`src/rtl/sdrd_pkg.sv`:
```
// Shared definitions for the SDRD serial-read byte assembler: FSM states,
// read-window decode constants and the qualified-strobe decode.
package sdrd_pkg;

    typedef enum logic [0:0] {
        IDLE  = 1'b0,
        SHIFT = 1'b1
    } sdrd_state_t;

    // 0x1000-0x1FFF window: BA13 low, BA12 high
    localparam logic WIN_BA13 = 1'b0;
    localparam logic WIN_BA12 = 1'b1;

    // Must stay identical to the sequencer PAL's enable term
    function automatic logic sdrd_qual(
        input logic bus_strobe,
        input logic sser,
        input logic ba13,
        input logic ba12,
        input logic br_w
    );
        return bus_strobe & ~sser & (ba13 == WIN_BA13) & (ba12 == WIN_BA12) & br_w;
    endfunction

endpackage

```
`src/rtl/sdrd_hold_reg.sv`:
```
// Valid/ready holding register for assembled words, with sticky overrun
// when a word completes while the previous one is still unconsumed.
module sdrd_hold_reg #(
    parameter int BITS = 8
) (
    input  logic            clk,
    input  logic            rst,
    input  logic            load,
    input  logic [BITS-1:0] word,
    input  logic            byte_ready,
    input  logic            clr_err,
    output logic [BITS-1:0] byte_data,
    output logic            byte_valid,
    output logic            overrun
);

    logic [BITS-1:0] data_reg;
    logic            valid_reg;
    logic            overrun_reg;
    logic            blocked;

    // A full register that is not being drained this edge drops the new word
    assign blocked = load & valid_reg & ~byte_ready;

    always_ff @(posedge clk or posedge rst) begin
        if (rst) begin
            data_reg    <= '0;
            valid_reg   <= 1'b0;
            overrun_reg <= 1'b0;
        end else begin
            if (load) begin
                if (!blocked) begin
                    data_reg  <= word;
                    valid_reg <= 1'b1;
                end
            end else if (valid_reg && byte_ready) begin
                valid_reg <= 1'b0;
            end

            if (blocked) begin
                overrun_reg <= 1'b1;
            end else if (clr_err) begin
                overrun_reg <= 1'b0;
            end
        end
    end

    assign byte_data  = data_reg;
    assign byte_valid = valid_reg;
    assign overrun    = overrun_reg;

endmodule

```
`src/rtl/sdrd_byte_assembler.sv`:
```
// Collects one SDRD bit per qualified bus read into a BITS-wide word and hands
// completed words to the holding register; aborts on undriven SDRD or timeout.
module sdrd_byte_assembler
    import sdrd_pkg::*;
#(
    parameter int BITS      = 8,
    parameter bit LSB_FIRST = 1'b1,
    parameter int TIMEOUT   = 255
) (
    input  logic                       clk,
    input  logic                       rst,
    input  logic                       bus_strobe,
    input  logic                       sser,
    input  logic                       ba13,
    input  logic                       ba12,
    input  logic                       br_w,
    input  logic                       sdrd_in,
    input  logic                       sdrd_oe,
    output logic [BITS-1:0]            byte_data,
    output logic                       byte_valid,
    input  logic                       byte_ready,
    output logic [$clog2(BITS+1)-1:0]  bit_count,
    output logic                       busy,
    output logic                       overrun,
    output logic                       frame_err,
    input  logic                       clr_err
);

    localparam int CW = $clog2(BITS + 1);
    localparam int TW = $clog2(TIMEOUT + 1);

    sdrd_state_t     state_reg, state_next;
    logic [BITS-1:0] shift_reg, shift_next, shift_in;
    logic [CW-1:0]   count_reg, count_next;
    logic [TW-1:0]   tmo_reg, tmo_next, tmo_inc;
    logic            frame_err_reg;
    logic            qual, abort, complete;

    assign qual = sdrd_qual(bus_strobe, sser, ba13, ba12, br_w);

    // shift_in is the shift register with sdrd_in already shifted in
    genvar gi;
    for (gi = 0; gi < BITS; gi++) begin : g_shift
        if (LSB_FIRST) begin : g_lsb
            if (gi == BITS - 1) begin : g_entry
                assign shift_in[gi] = sdrd_in;
            end else begin : g_move
                assign shift_in[gi] = shift_reg[gi+1];
            end
        end else begin : g_msb
            if (gi == 0) begin : g_entry
                assign shift_in[gi] = sdrd_in;
            end else begin : g_move
                assign shift_in[gi] = shift_reg[gi-1];
            end
        end
    end

    assign tmo_inc = (tmo_reg == TW'(TIMEOUT)) ? tmo_reg : tmo_reg + TW'(1);

    always_comb begin
        state_next = state_reg;
        shift_next = shift_reg;
        count_next = count_reg;
        tmo_next   = tmo_reg;
        abort      = 1'b0;
        complete   = 1'b0;
        case (state_reg)
            IDLE: begin
                if (qual && sdrd_oe) begin
                    shift_next = shift_in;
                    count_next = CW'(1);
                    tmo_next   = '0;
                    state_next = SHIFT;
                end
            end
            SHIFT: begin
                if (qual) begin
                    if (sdrd_oe) begin
                        shift_next = shift_in;
                        tmo_next   = '0;
                        if (count_reg == CW'(BITS - 1)) begin
                            complete   = 1'b1;
                            shift_next = '0;
                            count_next = '0;
                            state_next = IDLE;
                        end else begin
                            count_next = count_reg + CW'(1);
                        end
                    end else begin
                        abort = 1'b1;
                    end
                end else if (tmo_inc == TW'(TIMEOUT)) begin
                    abort = 1'b1;
                end else begin
                    tmo_next = tmo_inc;
                end
            end
            default: state_next = IDLE;
        endcase

        if (abort) begin
            shift_next = '0;
            count_next = '0;
            tmo_next   = '0;
            state_next = IDLE;
        end
    end

    always_ff @(posedge clk or posedge rst) begin
        if (rst) begin
            state_reg     <= IDLE;
            shift_reg     <= '0;
            count_reg     <= '0;
            tmo_reg       <= '0;
            frame_err_reg <= 1'b0;
        end else begin
            state_reg     <= state_next;
            shift_reg     <= shift_next;
            count_reg     <= count_next;
            tmo_reg       <= tmo_next;
            frame_err_reg <= abort;
        end
    end

    sdrd_hold_reg #(
        .BITS(BITS)
    ) u_hold (
        .clk       (clk),
        .rst       (rst),
        .load      (complete),
        .word      (shift_in),
        .byte_ready(byte_ready),
        .clr_err   (clr_err),
        .byte_data (byte_data),
        .byte_valid(byte_valid),
        .overrun   (overrun)
    );

    assign bit_count = count_reg;
    assign busy      = (state_reg == SHIFT);
    assign frame_err = frame_err_reg;

endmodule
```
`config.mk`:
```
export PLATFORM = sky130hd
export DESIGN_NAME = sdrd_byte_assembler
export DESIGN_NICKNAME = d
export VERILOG_FILES = /design/src/rtl/sdrd_pkg.sv /design/src/rtl/sdrd_hold_reg.sv /design/src/rtl/sdrd_byte_assembler.sv
export SDC_FILE = /design/constraint.sdc
export NUM_CORES = 1
export LEC_CHECK = 0
export ABC_AREA = 1
export CAP_MARGIN = 30
export CORE_MARGIN = 3
export CORE_UTILIZATION = 57
export DETAILED_ROUTE_END_ITERATION = 12
export PLACE_DENSITY = 0.81
export SYNTH_ARGS = -nofsm -noshare
export SYNTH_HDL_FRONTEND = slang
export SYNTH_SLANG_ARGS = --single-unit
```
`constraint.sdc`:
```
create_clock -name clk -period 4.7 [get_ports clk]
set_input_delay 0.94 -clock clk [delete_from_list [all_inputs] [get_ports clk]]
set_output_delay 0.94 -clock clk [all_outputs]
set_load 0.02 [all_outputs]
```
==> results.cfg, run 1 <==
[sta]
slew_headroom = 0.606
drv_slew = 0
rsz0062_at_grt = false
fmax_mhz = 330
skew_ns = 0.00995
min_period_ns = 3.03
report.final.hold_viol_count = 0
finalCritPeriodShare = 0.644
finalSetupTns_ns = 0
tightest_slew_ns = 0.591
setup_ws_ns = 1.67
setup_viol = 0

[worst_hold_path]
hold_class = register to register

[global_route]
grt.total_usage = 0.217
antenna_found_initial = 0
grt_pass1_vias = 1336
grt_overflow = 0
grt_max_degree = 20
grt_pass1_wl_um = 5990

[clock_tree]
numClockSinks = 31
cts_resized = 0
clkLatencyLatePin_ns = 0.33
cts_max_level = 2
cts-root-buf = clkbuf_4
cts_tree = done
cts_buffers = 5
cts_hold_buffers = 0
post_cts_buffers = 0
clk_path_buf_depth = 2
clk_pin_slew_worst_paths_ns = 0.10

[placement]
dp_slack_ns = 1.37
portBuffers = 26
gp_congestion = 0.888
post-dp-hpwl_um = 2550

[synth]
yosysTopAreaCell = dfrtp_1
yosysWarningCount = 0
synthArstFlopShare = 1.00
synth.distinct_cells = 29
synth_top_area_share = 0.458
syn_avg_cell_area_um2 = 8.87
synth_edf_count = 0
synth_area_leaders = dfrtp_1 (46%), nand2_1 (11%), nand3_1 (7.7%)
ys_ff_latch = 31
mappedNetlistArea_um2 = 1690
synth_cells = 191
seq_area_frac_synth = 0.458
syn_nets = 204
synth_top_flop_cell = dfrtp_1

[drt]
antenna_left = 0
firstDrtPassIters = 4
drt-total-wl_um = 3330
drtIter0Drc = 67
remaining_drc_errors = 0
vias = 1349
drt-wirelength-per-cell_um = 13.2
vias_per_cell = 5.35

[final_layout]
fin_nets = 233
regArea_um2 = 776
area_growth_pct = 20.7
n_fill_cell = 223
final_util = 0.729
multi_input_area_um2 = 806
drive_above_1_share = 0.149
antenna_cells = 0

[pwr]
ir_drop_v = 0.000226
p_leak_nw = 1.09
p_per_area_nw_per_um2 = 304

[floorplanning]
io_pins = 27
die_h_um = 60.5
dieArea_um2 = 3660
die_w_um = 60.5
core.rowCount = 19
coreArea_um2 = 2810
start_util = 0.604

[critical_path]
endpoint = u_hold.byte_data[4]
cp_data_arrival_time_ns = 3.24
end_kind = register
worstReg2RegStart = tmo_reg[0]
worst_r2r_endpoint = shift_reg[1]
rrSetupSlack_ns = 2.63
crit_required_ns = 4.92
critPathLaunchType = input port
worst-r2r-cell-count = 12
crit_start = bus_strobe
cp_max_fo = 17
crit_type = input port to register

[outcome]
status = completed

[flow_run]
cap_violations = 0
report_power, final:
| group | total [mW] | switching, mW | internal [mW] |
|---|---|---|---|
| clock network | 0.151 | 0.0941 | 0.0571 |
| registers | 0.331 | 0.0393 | 0.291 |
| logic | 0.140 | 0.0791 | 0.0611 |
through the flow:
stage / power [mW] / instance area [um2] / std cells / hold WS [ns]
2_1_floorplan: 0.431 / 1690 / 191 / 0.453
4_1_cts: 0.628 / 2040 / 252 / 0.504
5_1_grt: 0.668 / 2040 / 252 / 0.528
6_report: 0.622 / 2040 / 252 / 0.496
3_5_place_dp: 0.477 / 1990 / 244 / 0.480
3_3_place_gp: 0.468 / 1960 / 243 / 0.475
worst min path at each step:
stage,start,end,cells past startpoint
after floorplan,tmo_reg[7],tmo_reg[7],2
after global placement,u_hold.byte_data[6],u_hold.byte_data[6],1
after detailed placement,u_hold.byte_data[1],u_hold.byte_data[1],1
after CTS,u_hold.byte_data[1],u_hold.byte_data[1],1
after global routing,u_hold.byte_data[6],u_hold.byte_data[6],1
final,u_hold.byte_data[1],u_hold.byte_data[1],1
critical path: stages:
cell and delay, ns:
clkdlybuf4s50_1 0.45, inv_1 0.04, nor3_1 0.16, nand3_2 0.14, nor2_2 0.42, inv_2 0.29
nor2_1 0.24, nand2_2 0.19, mux2_1 0.35
layout make-up:
type / instances / area share
tap: 31 / 0.0190
sequential: 31 / 0.379
multi-input combinational: 134 / 0.394
clock buffer: 5 / 0.0184
clock inverter: 3 / 0.00979
inverter: 21 / 0.0386
timing repair buffer: 27 / 0.141
cells in the final DEF (no fill, tap or decap), drive strengths merged:
cell type       n
clkbuf          5
o32ai           1
o21bai          1
nand4           2
ha              2
xnor2           1
and2            1
nor2           11
nand3          37
mux2            8
nand2          57
a21oi           2
clkinv          1
o21ai           7
o211ai          1
dfrtp          31
inv            21
clkdlybuf4s50  26
buf             1
mux2i           1
xor2            1
nor3            1
clkinvlp        2
cells in the mapped netlist (2+ instances only):
master and number:
a21oi_1 2, buf_4 2, clkbuf_1 2, dfrtp_1 31, ha_1 2, inv_1 20
mux2_1 8, nand2_1 51, nand2_4 5, nand3_1 26, nand3_2 11, nand4_1 2
nor2_1 6, nor2_2 3, o21ai_0 6
layer usage:
metal / global-route usage / share of wire / up-vias
met2: 0.383 / 0.53 / 20
met3: 0.0532 / 0.029 / 4
met5: 0 / 0 / -
met1: 0.260 / 0.43 / 649
met4: 0.0712 / 0.0090 / 0
li1: - / - / 676
kinds of logic (layout without fill, tap and decap cells):
family | after synthesis | in the layout | share of synthesized area
buffers and inverters | 26 | 56 | 0.0665
multiplexers | 9 | 9 | 0.0591
AND/OR/NAND/NOR | 109 | 109 | 0.349
flip-flops | 31 | 31 | 0.458
adder cells (fa/ha/maj) | 2 | 2 | 0.0148
XOR/XNOR | 2 | 2 | 0.0103
AO/OA/AOI/OAI | 12 | 12 | 0.0428
Power figures use the tool's default switching activity.
==> run 2, diff against run 1 <==
--- a/config.mk
+++ b/config.mk
@@ -8,9 +8,9 @@
 export ABC_AREA = 1
 export CAP_MARGIN = 30
 export CORE_MARGIN = 3
-export CORE_UTILIZATION = 57
+export CORE_UTILIZATION = 48
 export DETAILED_ROUTE_END_ITERATION = 12
-export PLACE_DENSITY = 0.81
+export PLACE_DENSITY = 0.73
 export SYNTH_ARGS = -nofsm -noshare
 export SYNTH_HDL_FRONTEND = slang
 export SYNTH_SLANG_ARGS = --single-unit
==> constraint.sdc (replaced) <==
create_clock -name clk -period 2.45 [get_ports clk]
set_input_delay 0.49 -clock clk [delete_from_list [all_inputs] [get_ports clk]]
set_output_delay 0.49 -clock clk [all_outputs]
set_load 0.02 [all_outputs]
==> results.cfg, run 2 (synthesized netlist as in run 1, its figures left out) <==
[outcome]
status = completed

[sta]
finalSetupTns_ns = 0
drv_slew = 0
worst_hold_slack_ns = 0.497
skew_ns = 0.0142
report.final.hold_viol_count = 0
setup_viol = 0
setup_ws_ns = 0.380
finalCritPeriodShare = 0.845
min_period_ns = 2.07
rsz0062_at_grt = false
fmax_mhz = 483
tightest_slew_ns = 0.501
slew_headroom = 0.665

[global_route]
grt_max_degree = 32
grt_pass1_vias = 1380
antenna_found_initial = 0
grt_overflow = 0
grt.total_usage = 0.195
grtUsageMet3 = 0.0615
grt_pass1_wl_um = 6350
grt_busiest_layer = met2
grt_util_met1 = 0.219
grt_util_met2 = 0.355

[clock_tree]
clkLatencyLatePin_ns = 0.33
clk_pin_slew_worst_paths_ns = 0.10
cts_tree = done
numClockSinks = 31
cts-root-buf = clkbuf_4
cts_max_level = 2
clk_path_buf_depth = 2
post_cts_buffers = 0
cts_buffers = 5
cts_hold_buffers = 0
cts_resized = 0

[floorplanning]
die_w_um = 65.4
io_pins = 27
start_util = 0.529
coreArea_um2 = 3200
die_h_um = 65.4
dieArea_um2 = 4280
core.rowCount = 20

[drt]
firstDrtPassIters = 4
drtIter0Drc = 56
drt-total-wl_um = 3550
drt-wirelength-per-cell_um = 13.3
vias = 1371
vias_per_cell = 5.13
remaining_drc_errors = 0
antenna_left = 0

[critical_path]
critPathLaunchType = register
end_kind = primary output
cp_data_arrival_time_ns = 1.58
max_stage_delay_ns = 0.68
crit_chain = clkdlybuf4s50_1
crit_buf_inv = 1
cpMaxStageDelayCell = clkdlybuf4s50_1
cp_max_fo = 10
cpLargestDelayFamily = buffers and inverters
crit_required_ns = 1.96
crit_type = register to primary output

[pwr]
p_per_area_nw_per_um2 = 578
p_leak_nw = 1.09
ir_drop_v = 0.000353

[flow_run]
cap_violations = 0

[final_layout]
layout_commonest_cell = nand2_1
fin_nets = 235
area_growth_pct = 20.9
n_fill_cell = 301
drive_above_1_share = 0.148
antenna_cells = 0
final_cell_mix = nand2_1 (51), dfrtp_1 (31), nand3_1 (26), clkdlybuf4s50_1 (26), inv_1 (20)

[placement]
post-dp-hpwl_um = 2680
portBuffers = 26
gp_congestion = 0.837
dp_slack_ns = 0.123

[worst_hold_path]
hold_class = register to register
==> run 2: stage by stage <==
| stage | cells | area (um2) | power, mW | utilization |
|---|---|---|---|---|
| 2_1_floorplan | 191 | 1690 | 0.828 | - |
| 3_3_place_gp | 259 | 2000 | 0.902 | 0.624 |
| 3_5_place_dp | 259 | 2000 | 0.918 | 0.624 |
| 4_1_cts | 267 | 2050 | 1.20 | 0.639 |
| 5_1_grt | 267 | 2050 | 1.27 | 0.639 |
| 6_report | 267 | 2050 | 1.18 | 0.639 |
==> run 2: routing by layer <==
metal | routed length [um] | up-vias
met4 | 7 | 0
met1 | 1480 | 657
met5 | 0 | -
met2 | 1940 | 20
met3 | 129 | 2
li1 | - | 692
==> run 2: power by group <==
| part | leakage [nW] | switching [mW] | internal [mW] |
|---|---|---|---|
| Sequential | 0.422 | 0.0743 | 0.559 |
| Clock | 0.0293 | 0.168 | 0.112 |
| Combinational | 0.643 | 0.157 | 0.115 |
| Total | 1.09 | 0.398 | 0.785 |
==> run 2: path summary, 6_finish.rpt <==
path                                           from  slack (ns)  cells past startpoint                  end
max in group asynchronous                       rst        1.63                      3         bit_count[0]
worst min-delay path            u_hold.byte_data[7]        0.50                      1  u_hold.byte_data[7]
worst min register to register  u_hold.byte_data[7]        0.50                      1  u_hold.byte_data[7]
min in group asynchronous                       rst        0.53                      3           tmo_reg[6]
worst max-delay path                           busy        0.38                      1                 busy
worst max register to register           tmo_reg[0]        0.44                     12         shift_reg[6]
==> run 2: final cells by class <==
type	instances	area (um2)	share of cell area
Timing Repair Buffer	29	283	0.138
Multi-Input combinational cell	134	806	0.393
Clock buffer	7	45.0	0.0220
Inverter	21	78.8	0.0385
Tap cell	44	55.1	0.0269
Sequential cell	31	776	0.379
Clock inverter	1	5.00	0.00244
